`src/rtl/seg_scan_ctrl.sv`:
```
// rtl/seg_scan_ctrl.sv - multiplexed seven-segment scanner; optional SEG_SCAN_LZ_BLANK_EN adds leading-zero suppression
module seg_scan_ctrl #(
    parameter  int DIGITS      = 4,
    parameter  int REFRESH_DIV = 100000,
    localparam int SEL_W       = (DIGITS > 1) ? $clog2(DIGITS) : 1
) (
    input  logic                  clk,
    input  logic                  rst_n,
    input  logic                  en,
    input  logic [4*DIGITS-1:0]   digit_data,
    input  logic [DIGITS-1:0]     dp_in,
    input  logic [DIGITS-1:0]     blank_mask,
    output logic [DIGITS-1:0]     an,
    output logic [6:0]            seg,
    output logic                  dp,
    output logic [SEL_W-1:0]      digit_sel,
    output logic                  tick
);

    localparam int              PRESC_W    = $clog2(REFRESH_DIV + 1);
    localparam logic [PRESC_W-1:0] PRESC_LAST = PRESC_W'(REFRESH_DIV - 1);
    localparam logic [SEL_W-1:0]   SEL_LAST   = SEL_W'(DIGITS - 1);

    logic [PRESC_W-1:0] presc_q, presc_d;
    logic [SEL_W-1:0]   sel_q, sel_d;
    logic               tick_q, tick_d;
    logic [DIGITS-1:0]  an_q, an_d;
    logic [6:0]         seg_q, seg_d;
    logic               dp_q, dp_d;
    logic [DIGITS-1:0]  lz_blank;

    // Active-low cathode pattern {g,f,e,d,c,b,a} for one hex nibble.
    function automatic logic [6:0] hex7(input logic [3:0] nib);
        logic [6:0] s;
        case (nib)
            4'h0: s = 7'b1000000;
            4'h1: s = 7'b1111001;
            4'h2: s = 7'b0100100;
            4'h3: s = 7'b0110000;
            4'h4: s = 7'b0011001;
            4'h5: s = 7'b0010010;
            4'h6: s = 7'b0000010;
            4'h7: s = 7'b1111000;
            4'h8: s = 7'b0000000;
            4'h9: s = 7'b0010000;
            4'hA: s = 7'b0001000;
            4'hB: s = 7'b0000011;
            4'hC: s = 7'b1000110;
            4'hD: s = 7'b0100001;
            4'hE: s = 7'b0000110;
            default: s = 7'b0001110;
        endcase
        return s;
    endfunction

`ifdef SEG_SCAN_LZ_BLANK_EN
    logic zero_above;

    // Digit i (i >= 1) goes dark when it and every more significant nibble are zero.
    always_comb begin
        lz_blank   = '0;
        zero_above = 1'b1;
        for (int i = DIGITS - 1; i >= 1; i--) begin
            zero_above  = zero_above && (digit_data[4*i +: 4] == 4'h0);
            lz_blank[i] = zero_above;
        end
    end
`else
    assign lz_blank = '0;
`endif

    // Next-state scan position and the pin image for the digit about to be lit.
    always_comb begin
        presc_d = presc_q;
        sel_d   = sel_q;
        tick_d  = 1'b0;
        an_d    = '1;
        seg_d   = 7'h7F;
        dp_d    = 1'b1;
        if (en) begin
            if (presc_q == PRESC_LAST) begin
                presc_d = '0;
                sel_d   = (sel_q == SEL_LAST) ? '0 : sel_q + 1'b1;
                tick_d  = 1'b1;
            end else begin
                presc_d = presc_q + 1'b1;
            end
            // Outputs follow sel_d so anode and cathode change on the same edge.
            for (int i = 0; i < DIGITS; i++) begin
                if (sel_d == SEL_W'(i)) begin
                    an_d[i] = 1'b0;
                    if (!(blank_mask[i] || lz_blank[i])) begin
                        seg_d = hex7(digit_data[4*i +: 4]);
                        dp_d  = ~dp_in[i];
                    end
                end
            end
        end
    end

    // State and registered pins; reset drops the display dark immediately.
    always_ff @(posedge clk or negedge rst_n) begin
        if (!rst_n) begin
            presc_q <= '0;
            sel_q   <= '0;
            tick_q  <= 1'b0;
            an_q    <= '1;
            seg_q   <= 7'h7F;
            dp_q    <= 1'b1;
        end else begin
            presc_q <= presc_d;
            sel_q   <= sel_d;
            tick_q  <= tick_d;
            an_q    <= an_d;
            seg_q   <= seg_d;
            dp_q    <= dp_d;
        end
    end

    assign an        = an_q;
    assign seg       = seg_q;
    assign dp        = dp_q;
    assign digit_sel = sel_q;
    assign tick      = tick_q;

endmodule

```
`config.mk`:
```
export PLATFORM = sky130hd
export DESIGN_NAME = seg_scan_ctrl
export DESIGN_NICKNAME = d
export VERILOG_FILES = /design/src/rtl/seg_scan_ctrl.sv
export SDC_FILE = /design/constraint.sdc
export NUM_CORES = 1
export LEC_CHECK = 0
export BUFFER_PORTS_ARGS = -buffer_cell sky130_fd_sc_hd__buf_2
export CAP_MARGIN = 10
export CORE_ASPECT_RATIO = 0.75
export CORE_MARGIN = 4
export CORE_UTILIZATION = 33
export DETAILED_ROUTE_END_ITERATION = 8
export GPL_TIMING_DRIVEN = 0
export PLACE_DENSITY = 0.63
export SYNTH_ARGS = -nofsm -noshare
export SYNTH_HDL_FRONTEND = slang
export SYNTH_SLANG_ARGS = --single-unit
```
`constraint.sdc`:
```
create_clock -name clk -period 2.8 [get_ports clk]
set_clock_uncertainty 0.1 [all_clocks]
set_input_delay 0.84 -clock clk [delete_from_list [all_inputs] [get_ports clk]]
set_output_delay 0.84 -clock clk [all_outputs]
set_load 0.01 [all_outputs]
```
==> results.json <==
{
  "rows": 28,
  "end_kind": "flop",
  "ys_types": 48,
  "worstPathArrival_ns": 2.71,
  "synthesis.area_mm2": 0.00265,
  "yosysWarnings": 0,
  "cts_tree": "done",
  "layout_setup_ws_ns": 0.156,
  "min_from": "presc_q[6]",
  "fmax_ghz": 0.378,
  "relSlewSlack": 0.480,
  "peakVddDrop_mv": 0.212,
  "vias_per_cell": 5.04,
  "overflow": 0,
  "cts.repair.resized": 0,
  "async_flop_share": 1.00,
  "synth-edff-count": 0,
  "area_delta_synth_final_pct": 17.2,
  "fin_cells": 449,
  "netlist_top_cells_count": "26 x ha_1, 25 x nor2_1, 24 x nand2_1, 20 x dfrtp_1",
  "core_region_area_mm2": 0.00785,
  "setup_violations": 0,
  "yosysMostFrequentCell": "ha_1",
  "period_needed_ns": 2.64,
  "p_sw_w": 0.000402,
  "status": "finished clean",
  "hold_depth": 1,
  "leakage_nw": 1.38,
  "root_buffer": "clkbuf_8",
  "die_x_um": 112,
  "numCtsBuffers": 5,
  "crit_type": "reg2reg",
  "cts_htree_levels": 2,
  "dp_cells": 441,
  "critPathLaunchType": "flop",
  "ys_seq_area_frac": 0.308,
  "grt_pass1_wl_mm": 10.3,
  "r2r_slack_ns": 0.16,
  "clk_latency_ns": 0.29,
  "required_ns": 2.87,
  "rr_worst_depth": 8,
  "antenna_cells": 0,
  "layout-drive-gt1-share": 0.227,
  "multi_input_area_mm2": 0.00170,
  "tns_ns": 0,
  "cap_viol_max_count": 0,
  "drt_iter0_markers": 123,
  "vias": 2262,
  "reg2reg_from": "presc_q[0]",
  "nets": 396,
  "grt_pass1_vias": 2059,
  "port_buffers": 39,
  "syn_nets": 350,
  "hold_path_end": "presc_q[6]",
  "io_pins": 42,
  "p_seq_frac": 0.419,
  "yosys_most_used_dff": "dfrtp_1",
  "maxSlewViolCount": 0,
  "wl_per_cell_um": 14.1,
  "drc": 0,
  "register_area_um2": 816,
  "grt_setup_unrepaired": "no",
  "power.density_mw_per_mm2": 442,
  "holdCritPathClass": "reg2reg",
  "cts.hold.buffers_added": 0,
  "worstPathMaxFanout": 10,
  "synth_area_leaders": "dfrtp_1 19%, ha_1 12%, dfstp_2 12%",
  "cts.clk_slew.worst_paths_ns": 0.07,
  "grt_usage": 0.132,
  "grt_antenna_before_repair": 1,
  "combinationalPowerShare": 0.228,
  "cts_sinks": 32,
  "fill_cells": 801,
  "place_ws_ns": 0.0971,
  "drt_wl_total_mm": 6.32,
  "ant_nets": 0,
  "synth-seq-cells": 32,
  "syn_area_per_cell_um2": 8.93,
  "p_int_w": 0.000972,
  "synth_top_area_cell": "dfrtp_1",
  "dr.pass1.iters": 4,
  "final-hold-violation-count": 0,
  "power_frac_clock": 0.353,
  "p_total_w": 0.00137,
  "dieArea_mm2": 0.00955,
  "syn_inst": 297,
  "synth_top_area_frac": 0.189,
  "postCtsSetupBuffers": 0,
  "switching_share": 0.293,
  "grt_max_degree": 33,
  "tightest_slew_ns": 0.770,
  "gp_congestion": 0.833,
  "hpwl_mm": 4.92,
  "start_util": 0.338,
  "r2r_end": "seg[6]",
  "post-route-period-util": 0.944,
  "clock_path_buffers": 2,
  "die_height_um": 85.6
}
==> worst max-delay path: stages, from the launching register on <==
cell and delay, ns:
dfrtp_1 0.41, ha_1 0.23, and4bb_2 0.23, nand4_1 0.17, buf_6 0.19, mux2_2 0.42
a2111oi_0 0.38, o21a_1 0.25, o311ai_1 0.15
==> area by class of cell <==
type,count,share of cell area
buffer,14,0.0209
clock buffer,7,0.0310
sequential,32,0.262
inverter,19,0.0229
clock inverter,1,0.00966
timing repair buffer,39,0.0628
tap,105,0.0423
multi-input combinational,232,0.548
==> metrics by stage <==
| step | hold WS [ns] | instance area [µm²] | util |
|---|---|---|---|
| final | 0.408 | 3110 | 0.396 |
| after global routing | 0.429 | 3110 | 0.396 |
| after CTS | 0.411 | 3110 | 0.396 |
| after detailed placement | 0.400 | 2980 | 0.380 |
| after global placement | 0.377 | 2980 | 0.380 |
| after floorplan | 0.353 | 2650 | - |
==> per-layer routing <==
metal	wire, µm	vias up	GRT usage
li1	-	1157	-
met1	3360	1040	0.201
met2	2460	55	0.183
met3	415	8	0.0331
met4	77	2	0.0365
met5	13	-	0
==> sequential cells by signal, indices dropped and copies added, names as in the netlist <==
name	count
an	4
seg	7
dp	1
tick	1
digit_sel	2
presc_q	17
==> cell usage in the layout (no fill, tap or decap), types with 2 or more instances in the layout <==
master	n
nand4_1	6
buf_2	40
o21a_1	2
nand3b_1	7
and4bb_2	2
a32oi_1	3
nand2_1	24
and4_1	4
xnor2_1	7
nor3_1	6
a31oi_1	2
mux4_2	3
o21ai_0	11
buf_1	3
mux2i_1	9
and3_1	2
mux2_2	6
dfrtp_1	20
inv_1	19
o31a_1	2
nand3_1	14
xor2_1	6
o311ai_0	5
ha_1	26
nand2b_1	7
or3_1	3
clkbuf_1	8
a2111oi_0	2
o211ai_1	9
clkbuf_8	7
nor2_1	25
nor2b_1	5
dfstp_2	12
a21oi_1	19
o2111ai_1	2
==> worst max-delay path by stage <==
stage,from,end,cells after the start
2_1_floorplan,digit_data[4],seg[3],7
3_3_place_gp,digit_data[4],seg[3],8
3_5_place_dp,digit_data[4],seg[3],8
4_1_cts,presc_q[0],seg[0],9
5_1_grt,presc_q[0],seg[4],8
6_report,presc_q[0],seg[6],8
==> power groups by stage <==
| stage | combinational (W) | sequential [W] | clock, W |
|---|---|---|---|
| final | 0.000314 | 0.000575 | 0.000485 |
| after global placement | 0.000306 | 0.000580 | 0 |
| after CTS | 0.000313 | 0.000574 | 0.000495 |
| after floorplan | 0.000197 | 0.000580 | 0 |
| after global routing | 0.000352 | 0.000584 | 0.000520 |
| after detailed placement | 0.000312 | 0.000581 | 0 |
==> cells by family (layout without fill, tap and decap cells) <==
family | count (synthesis) | count (layout) | share of synthesized area
buffers and inverters | 33 | 80 | 0.0514
DFF | 32 | 32 | 0.308
adders and majority gates | 26 | 26 | 0.123
xor gates and xnor gates | 13 | 13 | 0.0429
AOI/OAI and AO/OA | 64 | 64 | 0.161
and+or+nand+nor | 109 | 109 | 0.217
muxes | 20 | 20 | 0.0972
No activity file was read; power rests on OpenSTA's default activity.
